File: config.mk
export PLATFORM = sky130hd
export DESIGN_NAME = mem_arbiter_flat
export DESIGN_NICKNAME = d
export VERILOG_FILES = /design/src/rtl/mips_mem_pkg.sv /design/src/rtl/mem_arbiter_if.sv /design/src/rtl/mem_arb_prio.sv /design/src/rtl/mem_arbiter.sv /design/src/flat_wrapper.sv
export SDC_FILE = /design/constraint.sdc
export NUM_CORES = 1
export LEC_CHECK = 0
export ABC_AREA = 1
export ABC_CLOCK_PERIOD_IN_PS = 11800
export CORE_MARGIN = 2
export CORE_UTILIZATION = 25
export DETAILED_ROUTE_END_ITERATION = 12
export PLACE_DENSITY = 0.65
export SYNTH_ARGS = -nofsm -noshare
export SYNTH_HDL_FRONTEND = slang
export SYNTH_SLANG_ARGS = --single-unit
File: constraint.sdc
create_clock -name clock -period 11.8 [get_ports clock]
set_clock_uncertainty 0.05 [all_clocks]
set_input_delay 2.36 -clock clock [delete_from_list [all_inputs] [get_ports clock]]
set_output_delay 2.36 -clock clock [all_outputs]
set_load 0.01 [all_outputs]
File: src/rtl/mips_mem_pkg.sv
// Shared encodings and default sizes for the MIPS instruction/data RAM arbiter.
package mips_mem_pkg;

  localparam int DATA_W_DEF       = 32;
  localparam int MEM_WORDS_DEF    = 1001;
  localparam int STARVE_LIMIT_DEF = 4;

  typedef enum logic [1:0] {
    IDLE   = 2'd0,
    ACCESS = 2'd1,
    DONE   = 2'd2
  } state_t;

  typedef enum logic {
    OWN_I = 1'b0,
    OWN_D = 1'b1
  } owner_t;

endpackage

File: src/rtl/mem_arbiter_if.sv
// Bundle of the instruction port, data port and RAM port seen by mem_arbiter.
//
// Handshake: a requester raises req and holds it, with its address/we/wdata
// stable, until ready pulses high for exactly one cycle; rdata (and d_err)
// are valid in that cycle and rdata holds its value afterwards.
interface mem_arbiter_if import mips_mem_pkg::*; #(
  parameter int DATA_W = DATA_W_DEF
);

  logic              i_req;
  logic [DATA_W-1:0] i_addr;
  logic              i_ready;
  logic [DATA_W-1:0] i_rdata;

  logic              d_req;
  logic              d_we;
  logic [DATA_W-1:0] d_addr;
  logic [DATA_W-1:0] d_wdata;
  logic              d_ready;
  logic [DATA_W-1:0] d_rdata;
  logic              d_err;

  logic [DATA_W-1:0] mem_address;
  logic [DATA_W-1:0] mem_writedata;
  logic              mem_load;
  logic [DATA_W-1:0] mem_out;

  state_t            dbg_state;

  modport master (
    output i_req, i_addr, d_req, d_we, d_addr, d_wdata, mem_out,
    input  i_ready, i_rdata, d_ready, d_rdata, d_err,
    input  mem_address, mem_writedata, mem_load, dbg_state
  );

  modport slave (
    input  i_req, i_addr, d_req, d_we, d_addr, d_wdata, mem_out,
    output i_ready, i_rdata, d_ready, d_rdata, d_err,
    output mem_address, mem_writedata, mem_load, dbg_state
  );

endinterface

File: src/rtl/mem_arb_prio.sv
// Grant decision for the shared RAM: data wins a contest unless instruction
// fetch has lost STARVE_LIMIT contests in a row.
module mem_arb_prio import mips_mem_pkg::*; #(
  parameter int STARVE_LIMIT = STARVE_LIMIT_DEF
) (
  input  logic   clock,
  input  logic   reset,
  input  logic   arb_en,
  input  logic   i_req,
  input  logic   d_req,
  output logic   grant_valid,
  output owner_t grant_owner
);

  localparam int CNT_W = $clog2(STARVE_LIMIT + 1);

  logic [CNT_W-1:0] starve_cnt;
  logic             starved;

  assign starved = (starve_cnt == CNT_W'(STARVE_LIMIT));

  always_comb begin
    grant_valid = i_req | d_req;
    grant_owner = OWN_D;
    if (i_req && (!d_req || starved)) begin
      grant_owner = OWN_I;
    end
  end

  // Data only wins a contest while not starved, so the count saturates at the limit.
  always_ff @(posedge clock or posedge reset) begin
    if (reset) begin
      starve_cnt <= '0;
    end else if (arb_en) begin
      if (i_req && (grant_owner == OWN_I)) begin
        starve_cnt <= '0;
      end else if (i_req && d_req && !starved) begin
        starve_cnt <= starve_cnt + CNT_W'(1);
      end
    end
  end

endmodule

File: src/rtl/mem_arbiter.sv
// Serialises instruction-fetch and data accesses onto one single-port RAM,
// one access per IDLE -> ACCESS -> DONE round, with an address range check.
module mem_arbiter import mips_mem_pkg::*; #(
  parameter int DATA_W       = DATA_W_DEF,
  parameter int MEM_WORDS    = MEM_WORDS_DEF,
  parameter int STARVE_LIMIT = STARVE_LIMIT_DEF
) (
  input logic          clock,
  input logic          reset,
  mem_arbiter_if.slave bus
);

  state_t            state;
  state_t            state_nxt;
  owner_t            owner;
  logic [DATA_W-1:0] lat_addr;
  logic [DATA_W-1:0] lat_wdata;
  logic              lat_we;

  logic              i_ready_q;
  logic [DATA_W-1:0] i_rdata_q;
  logic              d_ready_q;
  logic [DATA_W-1:0] d_rdata_q;
  logic              d_err_q;

  logic              arb_en;
  logic              grant_valid;
  owner_t            grant_owner;
  logic              in_range;
  logic              mem_load_c;

  assign arb_en   = (state == IDLE);
  assign in_range = (lat_addr < DATA_W'(MEM_WORDS));

  mem_arb_prio #(
    .STARVE_LIMIT(STARVE_LIMIT)
  ) u_prio (
    .clock       (clock),
    .reset       (reset),
    .arb_en      (arb_en),
    .i_req       (bus.i_req),
    .d_req       (bus.d_req),
    .grant_valid (grant_valid),
    .grant_owner (grant_owner)
  );

  always_ff @(posedge clock or posedge reset) begin
    if (reset) begin
      state <= IDLE;
    end else begin
      state <= state_nxt;
    end
  end

  // mem_load is decoded from state so an asynchronous reset drops it at once.
  always_comb begin
    state_nxt  = state;
    mem_load_c = 1'b0;
    case (state)
      IDLE: begin
        if (grant_valid) begin
          state_nxt = ACCESS;
        end
      end
      ACCESS: begin
        state_nxt  = DONE;
        mem_load_c = lat_we & in_range;
      end
      DONE: begin
        state_nxt = IDLE;
      end
      default: begin
        state_nxt = IDLE;
      end
    endcase
  end

  always_ff @(posedge clock or posedge reset) begin
    if (reset) begin
      owner     <= OWN_I;
      lat_addr  <= '0;
      lat_wdata <= '0;
      lat_we    <= 1'b0;
      i_ready_q <= 1'b0;
      i_rdata_q <= '0;
      d_ready_q <= 1'b0;
      d_rdata_q <= '0;
      d_err_q   <= 1'b0;
    end else begin
      case (state)
        IDLE: begin
          if (grant_valid) begin
            owner     <= grant_owner;
            lat_wdata <= bus.d_wdata;
            if (grant_owner == OWN_D) begin
              lat_addr <= bus.d_addr;
              lat_we   <= bus.d_we;
            end else begin
              lat_addr <= bus.i_addr;
              lat_we   <= 1'b0;
            end
          end
        end
        ACCESS: begin
          if (owner == OWN_D) begin
            d_ready_q <= 1'b1;
            d_rdata_q <= in_range ? bus.mem_out : '0;
            d_err_q   <= ~in_range;
          end else begin
            i_ready_q <= 1'b1;
            i_rdata_q <= in_range ? bus.mem_out : '0;
          end
        end
        DONE: begin
          i_ready_q <= 1'b0;
          d_ready_q <= 1'b0;
          d_err_q   <= 1'b0;
        end
        default: begin
          i_ready_q <= 1'b0;
          d_ready_q <= 1'b0;
          d_err_q   <= 1'b0;
        end
      endcase
    end
  end

  assign bus.i_ready       = i_ready_q;
  assign bus.i_rdata       = i_rdata_q;
  assign bus.d_ready       = d_ready_q;
  assign bus.d_rdata       = d_rdata_q;
  assign bus.d_err         = d_err_q;
  assign bus.mem_address   = lat_addr;
  assign bus.mem_writedata = lat_wdata;
  assign bus.mem_load      = mem_load_c;
  assign bus.dbg_state     = state;

endmodule

File: src/flat_wrapper.sv
// flat-port wrapper written by rule: the top's interface ports become plain ports
module mem_arbiter_flat import mips_mem_pkg::*;
#(
  parameter int DATA_W       = DATA_W_DEF,
  parameter int MEM_WORDS    = MEM_WORDS_DEF,
  parameter int STARVE_LIMIT = STARVE_LIMIT_DEF
)
  (clock, reset, bus_i_req, bus_i_addr, bus_d_req, bus_d_we, bus_d_addr, bus_d_wdata, bus_mem_out, bus_i_ready, bus_i_rdata, bus_d_ready, bus_d_rdata, bus_d_err, bus_mem_address, bus_mem_writedata, bus_mem_load, bus_dbg_state);
  mem_arbiter_if #(.DATA_W(DATA_W)) bus_i ();
  input logic clock;
  input logic reset;
  input wire logic [$bits(bus_i.i_req)-1:0] bus_i_req;
  input wire logic [$bits(bus_i.i_addr)-1:0] bus_i_addr;
  input wire logic [$bits(bus_i.d_req)-1:0] bus_d_req;
  input wire logic [$bits(bus_i.d_we)-1:0] bus_d_we;
  input wire logic [$bits(bus_i.d_addr)-1:0] bus_d_addr;
  input wire logic [$bits(bus_i.d_wdata)-1:0] bus_d_wdata;
  input wire logic [$bits(bus_i.mem_out)-1:0] bus_mem_out;
  output wire logic [$bits(bus_i.i_ready)-1:0] bus_i_ready;
  output wire logic [$bits(bus_i.i_rdata)-1:0] bus_i_rdata;
  output wire logic [$bits(bus_i.d_ready)-1:0] bus_d_ready;
  output wire logic [$bits(bus_i.d_rdata)-1:0] bus_d_rdata;
  output wire logic [$bits(bus_i.d_err)-1:0] bus_d_err;
  output wire logic [$bits(bus_i.mem_address)-1:0] bus_mem_address;
  output wire logic [$bits(bus_i.mem_writedata)-1:0] bus_mem_writedata;
  output wire logic [$bits(bus_i.mem_load)-1:0] bus_mem_load;
  output wire logic [$bits(bus_i.dbg_state)-1:0] bus_dbg_state;
  assign bus_i.i_req = bus_i_req;
  assign bus_i.i_addr = bus_i_addr;
  assign bus_i.d_req = bus_d_req;
  assign bus_i.d_we = bus_d_we;
  assign bus_i.d_addr = bus_d_addr;
  assign bus_i.d_wdata = bus_d_wdata;
  assign bus_i.mem_out = bus_mem_out;
  assign bus_i_ready = bus_i.i_ready;
  assign bus_i_rdata = bus_i.i_rdata;
  assign bus_d_ready = bus_i.d_ready;
  assign bus_d_rdata = bus_i.d_rdata;
  assign bus_d_err = bus_i.d_err;
  assign bus_mem_address = bus_i.mem_address;
  assign bus_mem_writedata = bus_i.mem_writedata;
  assign bus_mem_load = bus_i.mem_load;
  assign bus_dbg_state = bus_i.dbg_state;
  mem_arbiter #(.DATA_W(DATA_W), .MEM_WORDS(MEM_WORDS), .STARVE_LIMIT(STARVE_LIMIT)) u_core (.clock(clock), .reset(reset), .bus(bus_i));
endmodule
# After elaboration in Yosys (flattened, before gate mapping)
# Index checks and enable logic that the tools add are counted.
[word_totals]
regBits = 138
input_bits = 133
output_inout_bits = 134
wordCells = 53
[classes]
addsub = 1
n_lt_le_gt_ge = 1
n_eq_ne = 5
n_mux = 15
bitwise_logic = 5
n_reduce_logical = 15
[ops]
columns = ["op", "n"]
rows = [
  ["two-way mux 32 bit", 2],
  ["less-than comparator 32 x 10 -> 1 bit, second input constant", 1],
  ["AND reduction 2 bit", 6],
  ["two-way mux 1 bit", 6],
  ["two-way mux 3 bit", 2],
  ["case mux 1 bit (2 select lines)", 3],
  ["logical AND 1 bit", 4],
  ["!= test 2 bit, second input constant", 2],
  ["case mux 2 bit (2 select lines)", 1],
  ["adder 3 x 1 -> 3 bit, second input constant", 1],
  ["equality test 3 bit, second input constant", 1],
  ["NOT 1 bit", 3],
  ["equality test 2 x 1 -> 1 bit, second input constant", 1],
  ["zero test 1 bit", 2],
  ["zero test 2 bit", 1],
  ["two-way mux 2 bit", 1],
  ["!= test 2 x 1 -> 1 bit, second input constant", 1],
  ["nonzero test 2 bit", 1],
  ["bitwise AND 1 bit", 1],
  ["logical OR 1 bit", 1],
  ["bitwise OR 1 bit", 1],
]

# Longest topological paths before layout
# Gate-level depths: netlist of run 1.
[logic_depth]
depth_word = 6
ltp_mapped = 9
depth_no_buf = 8

# Hierarchy
# Synthesis of run 1 repeated with hierarchy kept, for this count alone.
[hier_totals]
hier_cells = 708
hier_area_um2 = 6040.8
[modules_own_cells]
columns = ["mod", "instances", "cells_per_inst", "area_per_inst_um2", "seq_area_each_um2"]
rows = [
  ["mem_arbiter", 1, 680, 5840.6, 3378.2],
  ["mem_arb_prio", 1, 28, 200.2, 75.1],
]

# Worst setup path before layout of run 1
# Ideal clock, no wire load.
[synth_timing]
kind = "register to output"
startpoint = "register u_core.lat_addr[28], in the netlist u_core.bus.mem_address[28]"
endpoint = "output bus_mem_load"
t_arrival_ns = 1.298
required_ns = 9.390
setup_slack_ns = 8.092
stages_incl_launch_ff = 9
path_buffers = 1
cell_sequence = "dfrtp_1 > nor2_1 > nand2_1 > nor2_1 > nand2_1 > nor2_2 > buf_4 > nand2_1 > nor3_1"
[synth_via]
elab_chain_cells = 3
[synth_rtl]
columns = ["item", "line", "rtl"]
rows = [
  ["start: declaration", "mem_arbiter.sv:16", "logic [DATA_W-1:0] lat_addr;"],
  ["start signal: assignment", "mem_arbiter.sv:96", "lat_addr <= bus.d_addr;"],
  ["start signal: assignment", "mem_arbiter.sv:99", "lat_addr <= bus.i_addr;"],
  ["less-than comparator 32 x 10 -> 1 bit", "mem_arbiter.sv:33", "assign in_range = (lat_addr < DATA_W'(MEM_WORDS));"],
  ["bitwise AND 1 bit", "mem_arbiter.sv:67", "mem_load_c = lat_we & in_range;"],
  ["two-way mux 1 bit", "mem_arbiter.sv:59", "case (state)"],
  ["end: declaration", "flat_wrapper.sv:26", "output wire logic [$bits(bus_i.mem_load)-1:0] bus_mem_load;"],
]
# No other way between the ends.

# Worst setup path in the final report of run 1
[layout_timing]
startpoint = "register u_core.lat_addr[1], in the netlist u_core.bus.mem_address[1]"
endpoint = "output bus_mem_load"
# Same word-level chain as after synthesis.

==> reports/metrics.cfg, run 1 <==
[floorplanning]
fp.coreArea_mm2=0.0233
die_area_mm2=0.0247
start_util_pct=25.2
die_height_um=157
rows=56
num_io_pins=267
die_w_um=157

[final_layout]
antenna_cells=0
multi_input_area_mm2=0.00209
drive_gt1_share_pct=5.72
nets=1049
fillerInstances=2385
register_area_mm2=0.00345
area_growth_pct=58.5
final_cells=1246

[logic_synthesis]
synth.ff_latch_count=138
synth_xor_area_share_pct=0.149
yosys.area_share.simple_pct=28.3
seq_area_frac_synth_pct=58.8
syn-cell-area_mm2=0.00587
yosysWarnings=0
ys_top_cells_by_area=dfrtp_1 (59%), nand2_1 (17%), nand4_1 (6.9%)
synth_compound_area_share_pct=6.44
synth_fa_ha_area_share_pct=0.426
syn_inst=671
synth_top_area_share_pct=58.8
yosysUniqueCellTypes=21
yosys.area.top_type=dfrtp_1
avgSynthCellArea_um2=8.75
synth_top_family_by_area=simple AND/OR/NAND/NOR gates
muxShareOfSynthArea_pct=0
synth_fp_nets=806

[worst_setup_path]
r2r_cells=6
crit_required_ns=9.39
path_class=reg -> out
crit_arrival_ns=2.85
worst_setup_path_end_kind=primary output
crit_path_start_kind=flop
path_max_fanout=65

[placement]
hpwl_um=13100
place_inst=1214
io_buffers=266
dp_slack_ns=6.98
gpl.final_weighted_congestion=0.783

[timing]
tightestPinTransition_ns=1.16
final.setup.worst_slack_ns=6.54
post-route-period-util_pct=44.5
slew_headroom_pct=22.7
rsz0062_at_grt=false
fmax_ghz=0.190
setup_viol=0
final-hold-violation-count=0
tns_ns=0
maxSlewViolCount=0
finalCriticalPeriod_ns=5.26

[pwr]
worst_ir_drop_vdd_v=0.0000883
leakagePower_uw=0.00429
power.density_mw_per_mm2=209

[clocking]
h-tree-depth=4
clock_path_buffers=2
cts_tree=yes
root_buffer=clkbuf_16
insertion_delay_ns=0.41
cts_setup_buffers=0
cts_buffers=17
ctsHoldBuffers=0
cts.sinks=138
clk_pin_slew_ns=0.06
cts_resized=0

[min_path]
whs_path_depth=2
hold_class=reg -> reg

[global_routing]
grt_max_degree=82
grt-ovfl-total=0
antenna_found_initial=0
grt.total_usage_pct=15.5
grt_pass1_vias=5618
grt_pass1_wl_um=30000

[route]
drt-met1-wl_um=8020
drc=0
drt_pass1_iterations=5
viasPerCell=4.42
vias=5510
highest_layer=met4
met3_length_um=1450
wl_per_cell_um=15.1
antenna_left=0
drt_iter0_markers=258
route.met2.wl_um=9070
drt-total-wl_um=18800

[flow_run]
max_cap_violations=0

[run_status]
status=completed

==> final cells by class <==
class	count	share of cell area, %
Sequential cell	138	37.1
Timing Repair Buffer	270	28.9
Multi-Input combinational cell	465	22.4
Clock buffer	22	4.99
Tap cell	319	4.29
Clock inverter	10	1.28
Inverter	22	0.941
==> path summary, 6_finish.rpt <==
check                           slack (ns)                                  endpoint                                      from
worst max register to register        9.55         u_core.bus.d_rdata[8]$_DFFE_PP0P_       u_core.bus.dbg_state[1]$_DFFE_PP0P_
worst max-delay path                  6.54                              bus_mem_load     u_core.bus.mem_address[1]$_DFFE_PP0P_
min in group asynchronous             2.32         u_core.bus.i_rdata[0]$_DFFE_PP0P_                                     reset
max in group asynchronous             7.92   u_core.u_prio.starve_cnt[0]$_DFFE_PP0P_                                     reset
worst min-delay path                  0.42  u_core.bus.mem_writedata[11]$_DFFE_PP0P_  u_core.bus.mem_writedata[11]$_DFFE_PP0P_
worst min register to register        0.42  u_core.bus.mem_writedata[11]$_DFFE_PP0P_  u_core.bus.mem_writedata[11]$_DFFE_PP0P_
==> metal layers <==
layer  track usage [%]  vias up
met4              3.77        0
met5                 0        -
met2              26.2      192
met1              19.0     2618
li1                  -     2687
met3              5.37       13
==> logic make-up (layout without fill, tap and decap cells) <==
| family | Yosys count | after routing |
|---|---|---|
| AND/OR/NAND/NOR | 390 | 390 |
| buffers and inverters | 68 | 324 |
| adder cells (fa/ha/maj) | 2 | 2 |
| AO/OA/AOI/OAI | 72 | 72 |
| flip-flops | 138 | 138 |
| XOR/XNOR | 1 | 1 |
==> synthesized netlist by cell type, drive strengths merged <==
library cell and instances:
nand2 268, dfrtp 138, nand4 65, o21ai 62, nor2 50, buf 37
inv 22, clkbuf 9, o22ai 8, nand3 5, a21oi 2, ha 2
nor3 2, xnor2 1
==> placed cells by master (no fill, tap or decap), types with 2 or more instances in the layout <==
cell type,instances
buf_4,4
clkinv_2,2
clkbuf_8,2
nand3_1,5
clkbuf_16,17
o22ai_1,8
nor2_1,45
nand4_1,65
dfrtp_1,138
nor2_4,3
bufinv_16,2
o21ai_1,51
inv_2,10
clkinv_4,3
ha_1,2
nand2_2,2
inv_1,11
nor3_1,2
clkdlybuf4s50_1,266
nand2_1,266
nor2_2,2
o21ai_0,11
clkbuf_1,3
clkinvlp_4,3
==> flip-flops by register name (all words and copies together), names as in the netlist <==
register / count
u_core.u_prio.starve_cnt: 3
u_core.bus.d_ready: 1
u_core.bus.d_err: 1
u_core.bus.d_rdata: 32
u_core.owner: 1
u_core.bus.mem_address: 32
u_core.bus.i_rdata: 32
u_core.lat_we: 1
u_core.bus.mem_writedata: 32
u_core.bus.dbg_state: 2
u_core.bus.i_ready: 1
==> critical path, cell delays in order (launching register included) <==
cell             delay (ns)
dfrtp_1                0.38
inv_1                  0.08
nand3_1                0.08
nand2_1                0.06
nand2_1                0.06
nand2_2                0.81
nand2_1                0.16
nor3_1                 0.23
clkdlybuf4s50_1        0.59
==> report_power, final <==
| group | internal (uW) | switching (uW) |
|---|---|---|
| clock | 323 | 209 |
| sequential | 603 | 79.6 |
| combinational | 335 | 394 |
==> metrics by stage <==
stage / power, uW / area [um^2] / hold slack (ns) / util [%]
after detailed placement: 1440 / 8720 / 0.407 / 37.5
after global routing: 2080 / 9300 / 0.443 / 40.0
final: 1940 / 9300 / 0.419 / 40.0
after floorplan: 1040 / 5870 / 0.455 / -
after global placement: 1430 / 8720 / 0.403 / 37.5
after CTS: 1980 / 9300 / 0.423 / 40.0
Power figures use the tool's default switching activity.
==> run 2: changes to the inputs <==
Settings changed: ABC_CLOCK_PERIOD_IN_PS 11800 to 4730, PLACE_DENSITY 0.65 to 0.67.
Clock period 11.8 ns to 4.73 ns, I/O delays scaled along.
==> run 2 against run 1 <==
  * Die area unchanged
  * Non-clock buffer count increased by 1
  * Sequential share of layout area decreased by 0.23 points
  * Combinational power increased by 150%
  * Routed wire length increased by 2.0%
  * Core utilization increased by 0.25 points
  * Count of clock-buffer cells in the layout decreased by 5
  * Flip-flop and latch count unchanged
  * Sequential power increased to 2.5 times the previous value
  * Total power increased to 2.6 times the previous value
  * Critical endpoint unchanged
  * Largest cell class unchanged
  * Largest power group unchanged
==> reports/metrics.cfg, run 2 (same netlist as run 1, synthesis figures left out) <==
[run_status]
status=completed

[worst_setup_path]
critical-path-max-stage-delay_ns=0.59  ; -0.22 ns
path_class=reg -> out
critPathBufInv=1  ; -1
path_cells=nor2_1 -> nand2_1 -> nor2_1 -> nand2_1 -> nor2_4 -> nand2_1 -> nor3_1 -> clkdlybuf4s50_1
crit_path_frequent_cell=nand2_1
worst_setup_path_end_kind=primary output
crit_path_start_kind=flop
path_delay_family=simple AND/OR/NAND/NOR gates
crit_required_ns=3.73  ; -5.66 ns
crit_arrival_ns=2.10  ; -0.75 ns
cp_slowest_cell=clkdlybuf4s50_1
path_max_fanout=3  ; -95%

[pwr]
leakagePower_uw=0.00433  ; +0.93%
p_int_uw=3220  ; +160%
power.density_mw_per_mm2=531  ; +150%
swShare_pct=35.1  ; about the same
p_clk_share_pct=28.9  ; +1.5 points
worst_ir_drop_vdd_v=0.000401  ; +350%
p_switching_uw=1750  ; +160%
p_comb_share_pct=36.6  ; -0.9 points
finalPower_uw=4970  ; +160%
power_frac_seq_pct=34.5  ; -0.6 points

[global_routing]
antenna_found_initial=0  ; unchanged
grt_max_degree=86  ; +4.9%
grt-ovfl-total=0  ; unchanged
grt.total_usage_pct=15.4  ; -0.089 points
grt_pass1_wl_um=29700  ; -1.1%
grt_pass1_vias=5544  ; -1.3%

[clocking]
clock_path_buffers=2  ; unchanged
clk_pin_slew_ns=0.07  ; about the same
cts_resized=0  ; unchanged
h-tree-depth=4  ; unchanged
cts_tree=yes
cts.sinks=138  ; unchanged
ctsHoldBuffers=0  ; unchanged
cts_buffers=17  ; unchanged
cts_setup_buffers=0  ; unchanged
insertion_delay_ns=0.42  ; about the same
root_buffer=clkbuf_16

[min_path]
hold_class=reg -> reg

[timing]
finalCriticalPeriod_ns=3.10
post-route-period-util_pct=65.5
tns_ns=0  ; unchanged
slew_headroom_pct=32.3  ; +9.6 points
maxSlewViolCount=0  ; unchanged
rsz0062_at_grt=false
setup_viol=0  ; unchanged
final-hold-violation-count=0  ; unchanged
tightestPinTransition_ns=1.01  ; -0.141 ns
fmax_ghz=0.323
final.setup.worst_slack_ns=1.63  ; -4.91 ns

[floorplanning]
rows=56  ; unchanged
die_area_mm2=0.0247  ; unchanged
die_w_um=157  ; unchanged
fp.coreArea_mm2=0.0233  ; unchanged
start_util_pct=25.2  ; unchanged
num_io_pins=267  ; unchanged
die_height_um=157  ; unchanged

[final_layout]
antenna_cells=0  ; unchanged
finalInstanceArea_mm2=0.00936  ; +0.63%
register_area_mm2=0.00345  ; unchanged
fillerInstances=2376  ; -0.38%
area_growth_pct=59.5
multi_input_area_mm2=0.00209  ; unchanged
nets=1050  ; +0.095%
drive_gt1_share_pct=6.04  ; +0.32 points
final_cell_mix=nand2_1 (266), clkdlybuf4s50_1 (266), dfrtp_1 (138)

[placement]
dp_slack_ns=1.92  ; -5.06 ns
hpwl_um=12600  ; -3.3%
place_area_mm2=0.00874  ; +0.23%
io_buffers=266  ; unchanged
gpl.final_weighted_congestion=0.764  ; -2.4%

[route]
viasPerCell=4.46  ; +0.82%
drt-total-wl_um=19100  ; +2.0%
vias=5555  ; +0.82%
drt_pass1_iterations=4  ; -1
drc=0  ; unchanged
antenna_left=0  ; unchanged
wl_per_cell_um=15.4  ; +2.0%
drt_iter0_markers=370  ; +43%

[flow_run]
max_cap_violations=0  ; unchanged

[run 2: changes by cell type in the layout (fill, tap and decap cells not counted), sizes merged]
cell      previous run  this run
clkinvlp             3         0
inv                 22        24
clkinv               5         8
clkbuf              22        17
bufinv               2         4
buf                  4         5
[run 2: final cells by class]
type                    instances  area share (%)
inverters                      22           0.936
flip-flops and latches        138            36.9
repair buffers                271            29.0
well taps                     319            4.26
clock inverters                14            2.10
multi-input cells             465            22.3
clock buffers                  17            4.54
[run 2: per-stage QoR]
step / utilization [%] / cells / hold slack, ns
after floorplan: - / 671 / 0.455
after CTS: 40.2 / 1246 / 0.424
after detailed placement: 37.6 / 1215 / 0.408
final: 40.2 / 1246 / 0.420
after global routing: 40.2 / 1246 / 0.443
after global placement: 37.6 / 1215 / 0.402
[run 2: layer usage]
metal | wire, um | track usage (%)
met3 | 1460 | 5.09
met2 | 9210 | 26.0
met5 | 0 | 0
met4 | 311 | 5.11
met1 | 8150 | 18.5
[run 2: power by group through the flow]
stage	logic, uW	clock network (uW)	registers [uW]
after global placement	1830	0	1720
after detailed placement	1850	0	1740
final	1820	1440	1720
after global routing	2010	1530	1760
after CTS	1860	1490	1720
after floorplan	754	0	1850
[run 2: worst reg2reg max path: stages (launching register included)]
cell	delay (ns)
dfrtp_1	0.41
nor2_2	0.14
inv_2	0.08
nor2_4	0.69
inv_2	0.58
nand2_1	0.19
nand2_1	0.06
[run 2: final timing paths]
kind                                                           from                                  endpoint  slack, ns  depth (start not counted)
max                          u_core.bus.mem_address[14]$_DFFE_PP0P_                              bus_mem_load       1.63                          8
min in group asynchronous                                     reset  u_core.bus.mem_writedata[19]$_DFFE_PP0P_       1.03                          2
min                        u_core.bus.mem_writedata[17]$_DFFE_PP0P_  u_core.bus.mem_writedata[17]$_DFFE_PP0P_       0.42                          2
max reg2reg                     u_core.bus.dbg_state[1]$_DFFE_PP0P_        u_core.bus.i_rdata[12]$_DFFE_PP0P_       2.41                          6
max in group asynchronous                                     reset        u_core.bus.d_rdata[23]$_DFFE_PP0P_       2.79                          3
min reg2reg                u_core.bus.mem_writedata[17]$_DFFE_PP0P_  u_core.bus.mem_writedata[17]$_DFFE_PP0P_       0.42                          2
